**src/rtl/loop_stack_pkg.sv**
```systemverilog
// Shared types for the BeeF loop-bracket engine: op codes from control_unit and FSM states.
package loop_stack_pkg;

  typedef enum logic [1:0] {LS_NOP, LS_PUSH, LS_POP, LS_SCAN} loop_op_t;
  typedef enum logic [1:0] {LS_IDLE, LS_SCAN_ST, LS_FAULT} loop_state_t;

endpackage

```
**src/rtl/loop_stack_mem.sv**
```systemverilog
// DEPTH x PC_W register file: one synchronous write port, one combinational read port.
module loop_stack_mem #(
  parameter int PC_W  = 8,
  parameter int DEPTH = 16,
  parameter int AW    = $clog2(DEPTH)
) (
  input  logic            clk,
  input  logic            we,
  input  logic [AW-1:0]   waddr,
  input  logic [PC_W-1:0] wdata,
  input  logic [AW-1:0]   raddr,
  output logic [PC_W-1:0] rdata
);

  logic [PC_W-1:0] mem_q [DEPTH];

  // Contents are not reset; the depth pointer alone decides what is valid.
  always_ff @(posedge clk) begin
    if (we) mem_q[waddr] <= wdata;
  end

  assign rdata = mem_q[raddr];

endmodule

```
**src/rtl/loop_stack.sv**
```systemverilog
// Loop-bracket engine: LIFO of '[' return PCs plus a forward scan to the matching ']'.
module loop_stack
  import loop_stack_pkg::*;
#(
  parameter int PC_W   = 8,
  parameter int DEPTH  = 16,
  parameter int NEST_W = 8
) (
  input  logic                       clk,
  input  logic                       reset,
  input  loop_op_t                   op,
  input  logic [PC_W-1:0]            pc_in,
  input  logic                       instr_open,
  input  logic                       instr_close,
  output logic [PC_W-1:0]            load_out,
  output logic [$clog2(DEPTH+1)-1:0] depth,
  output logic                       empty,
  output logic                       full,
  output logic                       scanning,
  output logic                       scan_done,
  output logic                       fault
);

  localparam int DW = $clog2(DEPTH+1);
  localparam int AW = $clog2(DEPTH);

  loop_state_t       state_q, state_d;
  logic [DW-1:0]     depth_q, depth_d;
  logic [NEST_W-1:0] nest_q, nest_d;
  logic              scan_done_q, scan_done_d;
  logic              we;
  logic [PC_W-1:0]   rdata;

  assign empty = (depth_q == '0);
  assign full  = (depth_q == DW'(DEPTH));

  always_comb begin
    state_d     = state_q;
    depth_d     = depth_q;
    nest_d      = nest_q;
    scan_done_d = 1'b0;
    we          = 1'b0;
    case (state_q)
      LS_IDLE: begin
        case (op)
          LS_PUSH: begin
            if (full) state_d = LS_FAULT;
            else begin
              we      = 1'b1;
              depth_d = depth_q + DW'(1);
            end
          end
          LS_POP: begin
            if (empty) state_d = LS_FAULT;
            else       depth_d = depth_q - DW'(1);
          end
          LS_SCAN: begin
            nest_d  = NEST_W'(1);
            state_d = LS_SCAN_ST;
          end
          default: ;
        endcase
      end
      LS_SCAN_ST: begin
        // Simultaneous open+close cancels out; op is ignored while scanning.
        if (instr_open && !instr_close) begin
          if (&nest_q) state_d = LS_FAULT;
          else         nest_d  = nest_q + NEST_W'(1);
        end else if (instr_close && !instr_open) begin
          nest_d = nest_q - NEST_W'(1);
          if (nest_q == NEST_W'(1)) begin
            scan_done_d = 1'b1;
            state_d     = LS_IDLE;
          end
        end
      end
      LS_FAULT: ;
      default: state_d = LS_FAULT;
    endcase
  end

  always_ff @(posedge clk) begin
    if (reset) begin
      state_q     <= LS_IDLE;
      depth_q     <= '0;
      nest_q      <= '0;
      scan_done_q <= 1'b0;
    end else begin
      state_q     <= state_d;
      depth_q     <= depth_d;
      nest_q      <= nest_d;
      scan_done_q <= scan_done_d;
    end
  end

  loop_stack_mem #(.PC_W(PC_W), .DEPTH(DEPTH), .AW(AW)) u_mem (
    .clk   (clk),
    .we    (we && !reset),
    .waddr (AW'(depth_q)),
    .wdata (pc_in),
    .raddr (AW'(depth_q - DW'(1))),
    .rdata (rdata)
  );

  assign load_out  = empty ? '0 : rdata;
  assign depth     = depth_q;
  assign scanning  = (state_q == LS_SCAN_ST);
  assign scan_done = scan_done_q;
  assign fault     = (state_q == LS_FAULT);

endmodule

```
**config.mk**
```make
export PLATFORM = sky130hd
export DESIGN_NAME = loop_stack
export DESIGN_NICKNAME = d
export VERILOG_FILES = /design/src/rtl/loop_stack_pkg.sv /design/src/rtl/loop_stack_mem.sv /design/src/rtl/loop_stack.sv
export SDC_FILE = /design/constraint.sdc
export NUM_CORES = 1
export LEC_CHECK = 0
export BUFFER_PORTS_ARGS = -buffer_cell sky130_fd_sc_hd__buf_2
export CAP_MARGIN = 20
export CORE_ASPECT_RATIO = 1.75
export CORE_MARGIN = 3
export CORE_UTILIZATION = 55
export CTS_BUF_LIST = sky130_fd_sc_hd__clkbuf_8 sky130_fd_sc_hd__clkbuf_16
export DETAILED_ROUTE_END_ITERATION = 7
export PLACE_DENSITY = 0.84
export SYNTH_ARGS = -nofsm -noshare
export SYNTH_HDL_FRONTEND = slang
export SYNTH_HIERARCHICAL = 1
export SYNTH_SLANG_ARGS = --single-unit
export TNS_END_PERCENT = 50
```
**constraint.sdc**
```tcl
create_clock -name clk -period 4 [get_ports clk]
set_clock_uncertainty 0.05 [all_clocks]
set_input_delay 0.8 -clock clk [delete_from_list [all_inputs] [get_ports clk]]
set_output_delay 0.8 -clock clk [all_outputs]
set_load 0.1 [all_outputs]
```
* Word-level counts from Yosys, hierarchy flattened
Memory sizes are Yosys's and may differ from the RTL's. Cells that the tools add are included.
Cells by class: add/sub/neg operators 4, equal/unequal tests 17, mux-type cells 23, bitwise gates (word level) 3, reductions and logical operators 15
Operators by type and width (count):
- 2-to-1 mux 8 bit | 5
- case mux 8 bit (2 select lines) | 1
- 2-to-1 mux 2 bit | 6
- case mux 2 bit (3 select lines) | 2
- 2-to-1 mux 5 bit | 2
- case mux 5 bit (2 select lines) | 1
- != test 3 bit (second input constant) | 3
- adder 8 x 1 -> 8 bit (second input constant) | 1
- equality test 8 x 1 -> 1 bit (second input constant) | 1
- AND reduction 4 bit | 2
- AND reduction 8 bit | 1
- subtractor 8 x 1 -> 8 bit (second input constant) | 1
- AND reduction 7 bit | 1
- equality test 2 bit (second input constant) | 3
- 2-to-1 mux 1 bit | 6
- != test 3 x 1 -> 1 bit (second input constant) | 2
- adder 5 x 1 -> 5 bit (second input constant) | 1
- equality test 5 bit (second input constant) | 1
- zero test 5 bit | 1
- subtractor 5 x 1 -> 5 bit (second input constant) | 1
- equality test 2 x 1 -> 1 bit (second input constant) | 2
- != test 2 bit (second input constant) | 2
- != test 4 x 2 -> 1 bit (second input constant) | 1
- nonzero test 2 bit | 2
- 7 further kinds | 13
Storage, ports and cells: bits in registers 16, RAM bits 128, bits of input ports 14, output and inout port bits 18, word-level logic and storage cells 67, memories 1
Memory list:
- u_mem.mem_q | depth 16, bits a word 8, rd ports 1, clocked after Yosys merged registers in 0, write ports 1, RTL line loop_stack_mem.sv:15 | logic [PC_W-1:0] mem_q [DEPTH];

* Logic depth before layout (Yosys ltp)
depth in word-level cells 7, gate-level depth with buffers 8, gate-level depth less buffers 7

* By module
The synthesis kept the hierarchy.
By module, submodules not included:
- loop_stack_mem | times used 1, cells an instance 221, area each 4987.3 µm², seq. area each 3843.7 µm²
- loop_stack | times used 1, cells an instance 158, area each 1302.5 µm², seq. area each 320.3 µm²

* Worst setup path before layout
OpenSTA, ideal clock, no wires.
path type reg2out, start register depth_q[0] (netlist: depth[0]), end output port load_out[0], arrival 3.781 ns, required time 3.150 ns, path slack -0.631 ns, stages on the path, launching flop included 9, buffers on the path 1, cells stage by stage dfxtp_1 inv_1 ha_1 xor2_1 and2b_1 clkdlybuf4s25_2 a22oi_1 nand2_1 nor2b_1
On the way: cells in the longest elaborated chain, start to end 3, elaborated cells between the ends (all ways) 4, those cells by class 1 x add/sub; 1 x mux; 1 x reduce/logical; 1 x memory
RTL lines:
- start, declared | RTL line loop_stack.sv:28 | logic [DW-1:0] depth_q, depth_d;
- start signal, assigned | RTL line loop_stack.sv:90 | depth_q <= depth_d;
- subtractor 5 x 1 -> 5 bit | RTL line loop_stack.sv:101 | .raddr (AW'(depth_q - DW'(1))),
- memory read (16 x 8 bit)
- via rdata[0] | RTL line loop_stack.sv:32 | logic [PC_W-1:0] rdata;
- 2-to-1 mux 8 bit | RTL line loop_stack.sv:105 | assign load_out = empty ? '0 : rdata;
- end, declared | RTL line loop_stack.sv:15 | output logic [PC_W-1:0] load_out,
The timed path passes the listed nets, and every way through them passes these cells.

* Final worst setup path
start register depth_q[0] (netlist: depth[0]), end output port load_out[4]
Same word-level chain as after synthesis.

==> results.sh <==
export IMPL_grt_overflow_total=0
export IMPL_synth_edf_count=128
export IMPL_outcome="completed"
export IMPL_setup_viol=0
export IMPL_grt_max_degree=34
export IMPL_multiInputGateArea_mm2=0.00196
export IMPL_synth_top_area_share_pct=61.1
export IMPL_fillCellCount=736
export IMPL_slew_headroom_pct=34.0
export IMPL_slew_viol_final=0
export IMPL_period_needed_ns=3.78
export IMPL_place_gp_congestion=0.872
export IMPL_cp_end_kind="output port"
export IMPL_ys_seq_elements=144
export IMPL_cts_sinks=144
export IMPL_area_growth_pct=13.6
export IMPL_antenna_found_initial=0
export IMPL_nNetsFinal=436
export IMPL_cts_tree="done"
export IMPL_ios=32
export IMPL_cts_hold_buf=0
export IMPL_hold_violations=0
export IMPL_cellLeakagePower_nw=2.48
export IMPL_clk_pin_slew_worst_paths_ns=0.06
export IMPL_synth_area_leaders="edfxtp_1 61%, mux4_2 6.4%, mux4_1 5.8%"
export IMPL_synth_area_mm2=0.00629
export IMPL_postSynthAreaPerCell_um2=16.6
export IMPL_grt_pass1_vias=3672
export IMPL_max_cap_viol_count=0
export IMPL_fin_total_pwr_mw=4.61
export IMPL_synth_area_leader_cell="edfxtp_1"
export IMPL_die_height_um=147
export IMPL_drive_gt1_share_pct=25.1
export IMPL_max_freq_ghz=0.265
export IMPL_core_mm2=0.0112
export IMPL_dp_cells=530
export IMPL_postSynthCellCount=379
export IMPL_initial_core_util_pct=56.3
export IMPL_drt_vias_per_instance=6.45
export IMPL_worstSetupStartpointType="flip-flop"
export IMPL_hold_class="reg -> reg"
export IMPL_port_buffers=31
export IMPL_clockRootBuffer="clkbuf_16"
export IMPL_synth_nets=398
export IMPL_ctsResizeCount=0
export IMPL_holdWs_ns=0.432
export IMPL_die_area_mm2=0.0128
export IMPL_yosysSeqAreaShare_pct=66.2
export IMPL_ant_nets=0
export IMPL_power_density_mw_per_mm2=645
export IMPL_setup_tns_ns=0
export IMPL_track_usage_pct=22.2
export IMPL_fin_crit_sh_pct=94.4
export IMPL_yosysWarnings=6
export IMPL_required_ns=3.15
export IMPL_clk_latency_ns=0.41
export IMPL_grt_pass1_wl_um=20400
export IMPL_die_x_um=86.8
export IMPL_cts_buffers=17
export IMPL_regArea_mm2=0.00417
export IMPL_fin_cells=562
export IMPL_critPathMaxFanout=27
export IMPL_cp_arrival_ns=2.93
export IMPL_synthArstFlopShare_pct=0
export IMPL_wirelength_um=13100
export IMPL_hpwl_um=8750
export IMPL_placementRows=51
export IMPL_drt_initial_drc_count=256
export IMPL_rsz0062_at_grt="false"
export IMPL_clock_path_buffers=2
export IMPL_vias=3624
export IMPL_yosysUniqueCellTypes=52
export IMPL_worstSetupPathType="reg -> out"
export IMPL_tightest_slew_ns=0.987
export IMPL_drcViolationCount=0
export IMPL_synth_flop_cell="edfxtp_1"
export IMPL_post_cts_setup_buffers=0
export IMPL_n_antenna_cell=0
export IMPL_htreeDepth=4
export IMPL_wire_per_inst_um=23.3
export IMPL_ir_worst_vdd_v=0.000819
export IMPL_first_pass_iters=5
## flip-flops by register name, indices dropped and copies added (netlist names)
name	cells
scan_done	1
u_mem/mem_q	128
state_q	2
depth	5
nest_q	8
## layout by cell type, fill, tap and decap left out, types with 4 or more instances in the layout
| master | netlist | layout |
|---|---|---|
| a211oi_2 | 4 | 4 |
| a21oi_1 | 9 | 9 |
| a22oi_1 | 16 | 16 |
| and3_1 | 4 | 4 |
| buf_2 | 7 | 31 |
| buf_4 | 2 | 8 |
| clkbuf_16 | 0 | 17 |
| clkinvlp_4 | 0 | 4 |
| dfxtp_1 | 16 | 14 |
| edfxtp_1 | 128 | 128 |
| ha_1 | 5 | 5 |
| inv_1 | 10 | 9 |
| inv_6 | 0 | 4 |
| mux2i_1 | 8 | 8 |
| mux4_1 | 14 | 14 |
| mux4_2 | 18 | 18 |
| nand2_1 | 18 | 18 |
| nand2b_1 | 9 | 9 |
| nand4_1 | 9 | 9 |
| nor2_1 | 19 | 19 |
| nor2b_2 | 0 | 8 |
| nor3_1 | 8 | 8 |
| o31ai_1 | 4 | 4 |
| or3_1 | 4 | 4 |
## layer usage
metal | global-route usage [%] | wire length (um)
met5 | 0 | 0
met4 | 11.5 | 455
met3 | 5.69 | 818
met2 | 37.3 | 7010
met1 | 25.7 | 4790
## worst paths after layout
check                           slack, ns       from  depth (start not counted)           endpoint
worst min register to register       0.43  nest_q[7]                          2          nest_q[7]
worst min-delay path                 0.43  nest_q[7]                          2          nest_q[7]
worst max-delay path                 0.22   depth[0]                         10        load_out[4]
worst max register to register       0.63   depth[0]                          6  u_mem/mem_q[3][2]
## cell families after synthesis
logic type                 synth area share [%]
buffers and inverters                      3.00
DFF                                        66.2
xor gates and xnor gates                  0.557
muxes                                      13.6
AOI/OAI and AO/OA                          6.01
and+or+nand+nor                            9.67
adders and majority gates                 0.995
## area by class of cell
type | instances | area share [%]
multi-input combinational | 204 | 27.5
sequential | 144 | 58.3
clock buffer | 17 | 5.96
clock inverter | 15 | 2.22
inverter | 10 | 0.525
timing repair buffer | 40 | 3.17
tap | 132 | 2.31
## cells in the mapped netlist (all sizes together), types with 5 or more instances
cell type / number
nand4: 9
inv: 10
nor2: 19
a22oi: 16
a21oi: 9
ha: 5
nand2b: 9
edfxtp: 128
nor3: 8
mux4: 32
buf: 14
dfxtp: 16
nor2b: 11
nand2: 18
mux2i: 8
## stage by stage
step | instance area, um^2 | setup WS, ns | utilization [%]
floorplan | 6310 | 0.0562 | -
global placement | 6550 | 0.595 | 58.7
detailed placement | 6550 | 0.529 | 58.7
CTS | 7140 | 0.0675 | 63.9
global route | 7140 | 0.0180 | 64.0
finish | 7140 | 0.224 | 64.0
## critical path, stage by stage, from the launching register on
cell	delay [ns]
dfxtp_2	0.44
clkinv_1	0.13
ha_1	0.30
inv_1	0.07
buf_6	0.26
buf_4	0.23
mux4_2	0.30
a22oi_1	0.26
nand2_1	0.08
nor2b_2	0.14
buf_2	0.29
## power by group
part | total (mW) | switching, mW | internal [mW]
Clock | 1.53 | 0.608 | 0.922
Sequential | 1.72 | 0.0505 | 1.67
Combinational | 1.36 | 0.931 | 0.425
Power figures use the tool's default switching activity.
